<file path="src/rtl/fifo_wr_arbiter.sv">
// fifo_wr_arbiter
// Round-robin arbiter that shares the single write port of an 8-deep FIFO
// between two producers. Each winning request becomes one write transaction:
// a one-cycle wr_en, a wait for the FIFO's wr_ack/wr_err (bounded by
// TIMEOUT cycles), then a one-cycle done or err pulse back to the requester.
//
// Handshake: a producer raises reqN with stable dinN and holds both until it
// sees doneN or errN. The pulse cycle masks reqN, so a producer that drops
// req one cycle after the pulse is never written twice. wr_ack/wr_err are
// only looked at while waiting; anything arriving earlier is ignored.
//
// Ports:
//   clk, reset         clock, asynchronous active-high reset
//   req0/din0          requester 0 request level and write data
//   req1/din1          requester 1 request level and write data
//   full               FIFO full flag (blocks new grants only)
//   wr_ack, wr_err     FIFO write acknowledge / write error
//   wr_en, dout        registered FIFO write strobe and data
//   gnt0, gnt1         registered grant, held from ISSUE through WAIT
//   done0, done1       one-cycle completion pulses
//   err0, err1         one-cycle failure pulses (wr_err or timeout)
module fifo_wr_arbiter #(
    parameter int DATA_WIDTH = 32,
    parameter int TIMEOUT    = 4
) (
    input  logic                  clk,
    input  logic                  reset,
    input  logic                  req0,
    input  logic [DATA_WIDTH-1:0] din0,
    input  logic                  req1,
    input  logic [DATA_WIDTH-1:0] din1,
    input  logic                  full,
    input  logic                  wr_ack,
    input  logic                  wr_err,
    output logic                  wr_en,
    output logic [DATA_WIDTH-1:0] dout,
    output logic                  gnt0,
    output logic                  gnt1,
    output logic                  done0,
    output logic                  done1,
    output logic                  err0,
    output logic                  err1
);

    localparam logic [1:0] IDLE  = 2'b00;
    localparam logic [1:0] ISSUE = 2'b01;
    localparam logic [1:0] WAIT  = 2'b10;

    // Last WAIT count before the transaction is abandoned.
    localparam logic [2:0] TCNT_LAST = 3'(TIMEOUT - 1);

    logic [1:0] state;
    logic       sel;   // requester owning the current transaction
    logic       last;  // requester served most recently
    logic [2:0] tcnt;

    logic elig0;
    logic elig1;
    logic pick_valid;
    logic pick;

    // A requester whose pulse is showing this cycle is still dropping req.
    assign elig0      = req0 & ~done0 & ~err0;
    assign elig1      = req1 & ~done1 & ~err1;
    assign pick_valid = ~full & (elig0 | elig1);
    // On contention the requester that was not served last wins.
    assign pick       = (elig0 & elig1) ? ~last : elig1;

    always_ff @(posedge clk or posedge reset) begin
        if (reset) begin
            state <= IDLE;
            sel   <= 1'b0;
            last  <= 1'b1;
            tcnt  <= 3'd0;
            wr_en <= 1'b0;
            dout  <= '0;
            gnt0  <= 1'b0;
            gnt1  <= 1'b0;
            done0 <= 1'b0;
            done1 <= 1'b0;
            err0  <= 1'b0;
            err1  <= 1'b0;
        end else begin
            // Pulses live for one cycle only.
            done0 <= 1'b0;
            done1 <= 1'b0;
            err0  <= 1'b0;
            err1  <= 1'b0;
            case (state)
                IDLE: begin
                    if (pick_valid) begin
                        sel   <= pick;
                        gnt0  <= ~pick;
                        gnt1  <= pick;
                        dout  <= pick ? din1 : din0;
                        wr_en <= 1'b1;
                        state <= ISSUE;
                    end
                end
                ISSUE: begin
                    wr_en <= 1'b0;
                    tcnt  <= 3'd0;
                    state <= WAIT;
                end
                WAIT: begin
                    if (wr_ack || wr_err || (tcnt == TCNT_LAST)) begin
                        // wr_ack takes precedence over wr_err.
                        if (wr_ack) begin
                            done0 <= ~sel;
                            done1 <= sel;
                        end else begin
                            err0 <= ~sel;
                            err1 <= sel;
                        end
                        gnt0  <= 1'b0;
                        gnt1  <= 1'b0;
                        last  <= sel;
                        state <= IDLE;
                    end else begin
                        tcnt <= tcnt + 3'd1;
                    end
                end
                default: begin
                    wr_en <= 1'b0;
                    dout  <= '0;
                    gnt0  <= 1'b0;
                    gnt1  <= 1'b0;
                    tcnt  <= 3'd0;
                    state <= IDLE;
                end
            endcase
        end
    end

endmodule

</file>
<file path="config.mk">
export PLATFORM = sky130hd
export DESIGN_NAME = fifo_wr_arbiter
export DESIGN_NICKNAME = d
export VERILOG_FILES = /design/src/rtl/fifo_wr_arbiter.sv
export SDC_FILE = /design/constraint.sdc
export NUM_CORES = 1
export LEC_CHECK = 0
export CAP_MARGIN = 40
export CORE_MARGIN = 1.5
export CORE_UTILIZATION = 35
export DETAILED_ROUTE_END_ITERATION = 12
export PLACE_DENSITY = 0.74
export RECOVER_POWER = 25
export REMOVE_ABC_BUFFERS = 1
export SLEW_MARGIN = 20
export SYNTH_ARGS = -nofsm -noshare
export SYNTH_HDL_FRONTEND = slang
export SYNTH_SLANG_ARGS = --single-unit
</file>
<file path="constraint.sdc">
create_clock -name clk -period 1.68 [get_ports clk]
set_input_delay 0.168 -clock clk [delete_from_list [all_inputs] [get_ports clk]]
set_output_delay 0.168 -clock clk [all_outputs]
set_load 0.05 [all_outputs]
</file>
=== Word level (Yosys, flattened, before mapping) ===
Cells that the tools add are included.

* Add/sub/neg operators: 1
* Equality and inequality tests: 6
* Multiplexer cells: 28
* Bitwise operators: 19
* Reduce and logical (&&, ||, !) cells: 11

{| class="wikitable"
|+ Operators with widths
! cell !! number
|-
| $mux W32 || 2
|-
| $pmux W32 S2 || 1
|-
| $mux W1 || 17
|-
| $not A1 Y1 || 12
|-
| $reduce_and A2 Y1 || 6
|-
| $and A1 B1 Y1 || 6
|-
| $ne A2 B2 Y1 const B || 3
|-
| $pmux W1 S3 || 2
|-
| $pmux W2 S3 || 1
|-
| $pmux W3 S2 || 1
|-
| $mux W2 || 2
|-
| $add A3 B1 Y3 const B || 1
|-
| $eq A3 B2 Y1 const B || 1
|-
| $mux W3 || 1
|-
| $reduce_and A3 Y1 || 1
|-
| $eq A2 B1 Y1 const B || 1
|-
| $eq A2 B2 Y1 const B || 1
|-
| $logic_not A2 Y1 || 1
|-
| $logic_or A1 B1 Y1 || 2
|-
| $pmux W1 S2 || 1
|-
| $reduce_or A2 Y1 || 1
|-
| $or A1 B1 Y1 || 1
|}

* Flip-flop bits (word level): 46
* Input port bits: 71
* Output and inout port bits: 39
* Word-level logic and storage cells: 77

=== Longest topological paths before layout ===
Gate-level depths: netlist of run 1.

* Depth after elaboration: 8
* Gate-level depth with buffers: 8
* Gate-level depth less buffers: 6

=== Worst setup path after synthesis of run 1 ===
Ideal clock, no wire load.

* Path kind: flip-flop to flip-flop
* From: register err1
* To: register dout[0]
* Library setup time: 0.122 ns
* Arrival time: 1.671 ns
* Data required time: 1.558 ns
* Path slack: -0.113 ns
* Cell stages (with the launch flop): 7
* Path buffers: 2
* Period minus slack after synthesis: 1.793 ns
* Cell sequence: dfrtp_1 -> nor3b_2 -> a21boi_0 -> buf_4 -> buf_4 -> mux2i_1 -> o2bb2ai_1

* Cells in the longest elaborated chain, start to end: 7
* Elaborated cells between the ends (all ways): 11
* Classes of those cells: eq/ne (1); mux (4); bitwise (5); reduce/logical (1)

{| class="wikitable"
|+ RTL lines
! what !! line !! source
|-
| start: declaration || 42 || <nowiki>output logic err1</nowiki>
|-
| start signal: assignment || 113 || <nowiki>err1 <= sel;</nowiki>
|-
| $not A1 Y1 * || 64 || <nowiki>assign elig1 = req1 & ~done1 & ~err1;</nowiki>
|-
| $and A1 B1 Y1 * || 64 ||
|-
| $and A1 B1 Y1 || 67 || <nowiki>assign pick = (elig0 & elig1) ? ~last : elig1;</nowiki>
|-
| $mux W1 || 67 ||
|-
| $mux W32 || 95 || <nowiki>dout <= pick ? din1 : din0;</nowiki>
|-
| $mux W32 || 91 || <nowiki>if (pick_valid) begin</nowiki>
|-
| $pmux W32 S2 || 89 || <nowiki>case (state)</nowiki>
|-
| end signal: assignment || 95 ||
|-
| end: declaration || 36 || <nowiki>output logic [DATA_WIDTH-1:0] dout,</nowiki>
|}

Every way passes the cells marked *; elsewhere a longest branch is shown, timed or not. The select of a mux whose other input is x is not followed.
A chain may end at the register's enable or synchronous reset.

=== Final worst setup path of run 1 ===
* From: register done1
* To: register dout[22]

* Cells in the longest elaborated chain, start to end: 8
* Elaborated cells between the ends (all ways): 12
* Classes of those cells: eq/ne (1); mux (4); bitwise (6); reduce/logical (1)

{| class="wikitable"
|+ RTL lines
! what !! line !! source
|-
| start: declaration || 40 || <nowiki>output logic done1,</nowiki>
|-
| start signal: assignment || 110 || <nowiki>done1 <= sel;</nowiki>
|-
| $not A1 Y1 * || 64 ||
|-
| $and A1 B1 Y1 * (2 in a row) || 64 ||
|-
| $and A1 B1 Y1 || 67 ||
|-
| $mux W1 || 67 ||
|-
| $mux W32 || 95 ||
|-
| $mux W32 || 91 ||
|-
| $pmux W32 S2 || 89 ||
|}

Marks and branches as above.

==> results.yml, run 1 <==
die:
  dieHeight_um: 82.2
  design.core.area_um2: 5990
  die_area_um2: 6760
  ios: 110
  start_util_pct: 36.7
  fp-row-count: 28
  die_w_um: 82.2
min_path:
  min_path_type: "in -> async"
sta:
  timing.final.ws_setup_ns: 0.0250
  period_needed_ns: 1.66
  drv_slew: 0
  grt_setup_unrepaired: "true"
  final-hold-violation-count: 0
  skew_ns: 0.00857
  setup_viol: 0
  slew-limit-headroom_pct: 56.8
  worstMarginPinSlew_ns: 0.648
  max_freq_ghz: 0.604
  min_period_over_period_pct: 98.5
critical_path:
  slowest_delay_ns: 0.41
  crit_fanout: 8
  critical_path_class: "reg -> reg"
  cp_cell_sequence: "nor3b_4 > a21boi_4 > buf_12 > buf_12 > mux2i_1 > o2bb2ai_1"
  start_kind: "flip-flop"
  cpMostUsedCell: "buf_12"
  cp.required_ns: 1.86
  slowest_stage: "dfrtp_1"
  crit_path_end_kind: "flip-flop"
  arrival_ns: 1.83
clocking:
  cts-root-buf: "clkbuf_8"
  insertion_delay_ns: 0.29
  cts.htree.levels: 2
  cts_buffers: 5
  hold_buffers: 0
  cts_tree: "built"
  clk_pin_slew_worst_paths_ns: 0.08
  clockBufferDepth: 2
  clock-sinks: 46
synthesis:
  ys_types: 33
  netlist_instances: 170
  avgSynthCellArea_um2: 12.9
  synth_common_cells: "dfrtp_1, o2bb2ai_1, mux2i_1"
  synthTopCellsByArea: "dfrtp_1, mux2i_1, o2bb2ai_1, ha_1, buf_6"
  async_reset_ff_share_pct: 100
  synth_top_area_share_pct: 51.3
  yosys.area.top_type: "dfrtp_1"
  synth_edf_count: 0
  synth_most_common_cell: "dfrtp_1"
  synth.yosys.seq_area_share_pct: 52.5
  synth_area_um2: 2200
  yosys_register_bits: 46
  yosys_warnings: 0
  synth_flop_cell: "dfrtp_1"
finish:
  drive_gt1_share_pct: 22.4
  stdcell_count: 369
  antenna_cells: 0
  design_area_um2: 3730
  area_growth_pct: 69.8
  n_fill_cell: 486
  final_core_utilization_pct: 62.2
  nNetsFinal: 370
grt:
  grt_usage_pct: 16.5
  grt_max_degree: 33
  grt_pass1_vias: 1786
  grt_pass1_wl_mm: 8.40
  antenna_found_initial: 0
  grt_overflow: 0
flow_run:
  drv_cap: 0
pwr:
  vdd_drop_max_mv: 1.37
  powerDensity_nw_per_um2: 1820
  leakage_nw: 1.82
status:
  outcome: "completed"
placement:
  gp_congestion: 0.773
  placed_cells: 359
  placement.io_buffers: 109
  pre_cts_ws_ns: -0.180
  dpl.hpwl_mm: 4.31
  place_area_um2: 3460
route:
  vias: 1851
  dr.pass1.iters: 4
  drt-initial-drc-count: 54
  wl_per_cell_um: 15.9
  vias_per_cell: 5.02
  drc: 0
  routed_wl_mm: 5.85
  antenna_left: 0
==> state kept, by name, indices dropped and copies added, names as in the netlist <==
name	count
done1	1
dout	32
done0	1
err1	1
gnt1	1
sel	1
tcnt	3
err0	1
wr_en	1
gnt0	1
state	2
last	1
==> metal layers <==
| metal | wire (um) | global-route usage (%) | part of all wire (%) | vias up |
|---|---|---|---|---|
| met4 | 45 | 4.07 | 0.77 | 0 |
| met2 | 2930 | 27.7 | 50 | 70 |
| met3 | 507 | 5.27 | 8.7 | 7 |
| met1 | 2360 | 20.4 | 40 | 885 |
| li1 | - | - | - | 889 |
| met5 | 0 | 0 | 0 | - |
==> kinds of logic after synthesis <==
kind of cell	synth area share, %
buffers and inverters	5.24
AO/OA/AOI/OAI	18.5
flip-flops	52.5
adder cells (fa/ha/maj)	2.85
multiplexers	15.6
AND/OR/NAND/NOR	5.36
==> final timing paths <==
| kind | start | to | slack [ns] | depth (start not counted) |
|---|---|---|---|---|
| max in group asynchronous | reset | dout[18] | 0.60 | 3 |
| worst min register to register | dout[24] | dout[24] | 0.49 | 1 |
| worst min-delay path | reset | err0 | 0.20 | 2 |
| worst max register to register | done1 | dout[22] | 0.02 | 6 |
| worst max-delay path | done1 | dout[22] | 0.02 | 6 |
| min in group clk | dout[24] | dout[24] | 0.49 | 1 |
==> cell type report <==
| class | count | area, um2 | area share [%] |
|---|---|---|---|
| flip-flops and latches | 46 | 1150 | 30.9 |
| clock buffers | 7 | 76.3 | 2.05 |
| repair buffers | 129 | 1330 | 35.6 |
| well taps | 75 | 93.8 | 2.52 |
| inverters | 7 | 26.3 | 0.705 |
| multi-input cells | 105 | 1050 | 28.2 |
==> per-stage QoR <==
stage                     power [mW]  hold slack, ns  setup TNS (ns)
after floorplan                 4.42           0.238         -114.85
after global placement          5.91           0.389           -3.31
after detailed placement        5.98           0.385           -4.21
after CTS                       6.64          0.0611               0
after global routing            7.15           0.223          -0.146
final                           6.79           0.203               0
==> critical path, delay by kind of cell (launching register included) <==
family          cells  cell delay [ns]
simple gates        1             0.26
flops               1             0.41
mux                 1             0.24
buf+inv             2             0.29
compound gates      2             0.34
==> cell usage in the layout, fill, tap and decap left out, types with 4 or more instances in the layout <==
master | synthesis | layout
inv_1 | 7 | 7
clkbuf_8 | 0 | 5
buf_4 | 3 | 27
buf_12 | 0 | 5
clkdlybuf4s50_1 | 0 | 81
mux2i_1 | 32 | 29
dlymetal6s2s_1 | 0 | 12
o2bb2ai_1 | 34 | 25
nor2_1 | 5 | 5
ha_1 | 5 | 4
dfrtp_1 | 45 | 45
o2bb2ai_2 | 0 | 9
==> where the power goes <==
part	switching [mW]	internal, mW	total [mW]
combinational	2.59	1.67	4.26
clock	0.347	0.287	0.634
sequential	0.306	1.59	1.90
==> repair_timing <==
action,4_1_cts,5_1_grt
setup buffers,0,1
endpoints found under the setup margin,1,34
gates resized for setup,2,30
pin swaps,0,2
gates cloned,0,2
(Power assumes the default switching activity.)
==> run 2, diff against run 1 <==
--- a/config.mk
+++ b/config.mk
@@ -5,7 +5,7 @@
 export SDC_FILE = /design/constraint.sdc
 export NUM_CORES = 1
 export LEC_CHECK = 0
-export CAP_MARGIN = 40
+export CAP_MARGIN = 20
 export CORE_MARGIN = 1.5
 export CORE_UTILIZATION = 35
 export DETAILED_ROUTE_END_ITERATION = 12
==> results of run 2 <==
The final DEF is identical to that of run 1; final timing and power are the same.
==> patch 1: new RTL, settings of run 2 <==
Reset style: synchronous (`reset`), changed in one clocked block. Comments in the files are not updated.
--- a/src/rtl/fifo_wr_arbiter.sv
+++ b/src/rtl/fifo_wr_arbiter.sv
@@ -68,3 +68,3 @@
 
-    always_ff @(posedge clk or posedge reset) begin
+    always_ff @(posedge clk) begin
         if (reset) begin
Function: differs if reset is asserted again (counterexample within 4 cycles, from zero or initial values and one cycle with reset high); with reset held inactive, the same outputs for 10 cycles.
==> patch 1 against run 2 <==
Synthesized area is 1.7% lower. Non-clock buffer count is 8 higher. Worst setup slack worse by 0.021 ns. Cell area is 2.2% higher. Worst hold slack better by 0.26 ns. Critical path type unchanged. Critical endpoint is now dout[7]. Utilization is 1.8 points higher. Sequential share of layout area is 6.6 points lower. Routed wire length is 6.9% higher. Sequential cell count stayed put.
Power is not compared: it rests on default switching activity, and its combinational part moved more than twofold at a synthesized area within 25%.
==> patch 1: results (changes against run 2) <==
port bufs 109 (unchanged); Ys Warns 0 (unchanged); R2R Path End dout[7]; slew margin rel. 56.4% (-0.42 points); Detail Placement HPWL 4370 microns (+1.3%); Vias/cell 4.86 (-3.1%); # diodes 0 (unchanged); H-tree levels 2 (unchanged); Placed Area 3470 sq um (+0.54%); Switching Share roughly 34%; CP max stage cell or3b_4; fill cell count 491 (+1.0%); xor/xnor cell area share of the yosys netlist 0% (unchanged); Post-synth top cells dfxtp_1 (46), nand2_1 (36), mux2i_1 (34); outcome complete, no violations; first-pass GRT wire length 8630 microns (+2.8%); Slowest Stage Delay on Critical Path around 0.40 ns; Worst VDD drop about 410 uV; RePlAce Congestion 0.738 (-4.6%); ys async rst share 0% (-100 points); Adder-Cell Fraction of Synth Area 2.90% (+0.048 points); min-delay src dout[1]; vias in the first global route 1886 (+5.6%); mux share of post-synthesis cell area 15.8% (+0.15 points); part of the power in combinational logic between 30% and 40%; Reg2Reg Launch Point err1; Reg power frac 39.3%; Clock Latency Late Sink 0.30 ns; CTS clk-pin slew, worst paths 0.08 ns (about the same); initial antenna violation count 0 (unchanged); Detailed Route WL 6250 microns (+6.9%); DP Worst Slack -0.294 ns (-0.113 ns); Crit Path Max Fanout 11 (+3); Compound-Gate Fraction of Synth Area 17.4% (-1.0 points); register area share after synthesis 42.6% (-9.8 points); worst hold path type flop to flop; Setup Skew 0.00609 ns (-0.00248 ns); CP arrival 1.87 ns (+0.04 ns); MaxCap Viol Count 0 (unchanged); largest net degree at the start of global routing 25 (-24%); Top FF cell, synth dfxtp_1; DRT iter0 DRCs 50 (-7.4%); delay-heaviest family, CP simple AND/OR/NAND/NOR gates; Overall Global Routing Usage 16.9% (+0.42 points); clk root buf clkbuf_8; Leak between 1 and 1.5 nW; synth top area cells dfxtp_1 (43%), mux2i_1 (16%), o21ai_2 (12%); hold slack 0.459 ns (+0.257 ns); Worst R2R Setup Slack 0.004 ns (-0.02 ns); layout cell share with drive strength beyond 1 30.4% (+7.9 points); Nets 424 (+15%); Seq. pwr between 1 and 1.5 mW; Distinct cells, synth 30 (-9.1%); CTS Buf Count 5 (unchanged); hold depth 2
-- patch 1: tightest hold or removal path, cell delays in order, from the launching register on --
cell	delay, ns
dfxtp_1	0.33
nand2_1	0.06
o21ai_2	0.04
-- patch 1: metal layers --
layer / vias up / routed length [microns] / global-route usage [%]
met2: 80 / 3060 / 28.1
met5: - / 0 / 0
met1: 947 / 2600 / 20.2
met4: 0 / 109 / 7.41
met3: 8 / 485 / 4.78
li1: 1027 / - / -
-- patch 1: how the worst max path moves through the flow --
stage                  from       end  slack (ns)  cells after the start
detailed placement     req1  dout[29]       -0.29                      6
CTS                 tcnt[0]   tcnt[0]       -0.01                      7
global placement       req1  dout[29]       -0.28                      6
floorplan              err1   dout[0]       -2.26                      4
finish                 err1   dout[7]       0.004                      6
global route        tcnt[0]   tcnt[0]       -0.06                      7
-- patch 1: metrics by stage --
step / util [%] / std cells / setup TNS (ns)
final: 64.0 / 424 / 0
after global routing: 64.0 / 424 / -0.653
after floorplan: - / 204 / -78.69
after global placement: 58.3 / 411 / -8.27
after detailed placement: 58.3 / 411 / -8.85
after CTS: 61.1 / 419 / -0.00996
-- patch 1: timing repair --
action                                  in CTS  in global routing
gates resized for setup                     15                 32
gates cloned                                 0                  3
buffers inserted                             0                  2
pin swaps                                    3                  4
endpoints found under the setup margin      12                 31
-- patch 1: final cells by class --
type / count / share of cell area (%)
clock buffers: 7 / 2.26
clock inverters: 1 / 0.131
inverters: 6 / 0.591
multi-input cells: 152 / 35.3
flip-flops and latches: 46 / 24.4
well taps: 75 / 2.46
repair buffers: 137 / 34.9
==> patch 2: new RTL, flow settings as in run 2 <==
Made on the original files. Set the parameter `DATA_WIDTH` to 24 (it was 32).
--- a/src/rtl/fifo_wr_arbiter.sv
+++ b/src/rtl/fifo_wr_arbiter.sv
@@ -22,3 +22,3 @@
 module fifo_wr_arbiter #(
-    parameter int DATA_WIDTH = 32,
+    parameter int DATA_WIDTH = 24,
     parameter int TIMEOUT    = 4
Ports: changed (resized din0, din1 and dout); port bits go from 110 to 86. No check against the original RTL was run, so the function may have changed too.
==> patch 2 against run 2 <==
Cell area fell by 18%. Synthesized area fell by 9.8%. Sequential power fell by 16%. Count of clock-buffer cells in the layout shrank 1. Routed wire length shrank 25%. Sequential cell count shrank 8. Total power decreased by 15%. Worst setup slack gained 0.035 ns. Final cell count down 14%. Synthesized cell count fell by 15%. Critical path type is now flop to primary output. Critical endpoint is now dout[18]. Largest cell class is now registers. Largest power group unchanged.
==> patch 2: results (changes against run 2) <==
outcome complete, no violations; CP max stage cell clkdlybuf4s50_1; DRT iter0 DRCs 35 (-35%); synth top area cells dfrtp_1 (47%), o2bb2ai_2 (13%), mux2i_1 (12%); multi-input logic area 923 sq um (-12%); delay-heaviest family, CP buffers and inverters; worst hold path type flop to flop; Compound-Gate Fraction of Synth Area 22.7% (+4.2 points); Placed Area 2920 sq um (-15%); DR pass1 iterations 4 (unchanged); met3 wire length 357 microns (-30%); Leak 1.38 nW (-24%); syn_area_per_cell 13.7 sq um (+5.8%); port bufs 85 (-22%); Setup Skew 0.00156 ns (-0.00700 ns); Slew @ Worst Pin 0.928 ns (+0.281 ns); CP arrival 1.45 ns (-0.38 ns); Clock Power 777 uW (+23%); Clock-cell share 3.70% (+1.7 points); CTS Buf Count 5 (unchanged); # clk buffers 6 (-1); Distinct cells, synth 34 (+3.0%); Pwr Total 5.78 mW (-15%); fraction of area in multi-input gates 30.3% (+2.1 points); Detail Placement HPWL 3360 microns (-22%); first-pass GRT wire length 7150 microns (-15%); Slowest Stage Delay on Critical Path 0.81 ns (+0.40 ns); Vias/cell 4.84 (-3.5%); via count 1529 (-17%); crit path setup slack, layout 0.0603 ns (+0.0353 ns); met1 usage 17.5% (-2.9 points); fill cell count 500 (+2.9%); count of plain and timing-repair buffers 101 (-22%); Detailed Route WL 4400 microns (-25%); sequential share of cell area 31.3% (+0.37 points); Top class by area registers; GR Util met2 25.7% (-2.1 points); DRT met1 WL 1890 microns (-20%); register area share after synthesis 48.1% (-4.4 points); WL met2 2130 microns (-27%); largest net degree at the start of global routing 39 (+18%); Placed Cells 307 (-14%); Std-Cell Rows 27 (-3.6%); layout cell share with drive strength beyond 1 32.0% (+9.5 points); Adder-Cell Fraction of Synth Area 3.16% (+0.31 points); biggest regs dout (24), tcnt (3), state (2); grt met3 use 4.88% (-0.39 points); Reg power frac 27.5% (-0.4 points); mux share of post-synthesis cell area 13.8% (-1.8 points); Nets 304 (-18%); Post-synth top cells dfrtp_1 (37), mux2i_1 (24), o2bb2ai_2 (17); DP Worst Slack -0.0697 ns (+0.111 ns); Worst VDD drop 980 uV (-29%); RePlAce Congestion 0.732 (-5.3%); vias in the first global route 1581 (-11%); Switching Share 46.0% (-1.8 points)
## patch 2: changes by cell type after synthesis, sizes merged, moves of 2 or more
cell / run 2 / this run
nand2: 3 / 6
mux2i: 32 / 24
nor2: 5 / 3
buf: 11 / 7
o2bb2ai: 34 / 26
a22o: 1 / 3
dfrtp: 45 / 37
## patch 2: final timing paths
| path | from | end | slack, ns | cells after the start |
|---|---|---|---|---|
| setup / recovery | dout[18] | dout[18] | 0.06 | 1 |
| hold / removal | dout[20] | dout[20] | 0.49 | 1 |
| setup reg to reg | tcnt[1] | last | 0.06 | 5 |
| hold reg to reg | dout[20] | dout[20] | 0.49 | 1 |
| max in group asynchronous | reset | dout[4] | 0.50 | 3 |
| min in group asynchronous | reset | done1 | 0.61 | 3 |
## patch 2: repair_timing
action	in CTS	in global routing
resized for setup	1	3
setup buffers	0	2
setup endpoints to repair	1	3
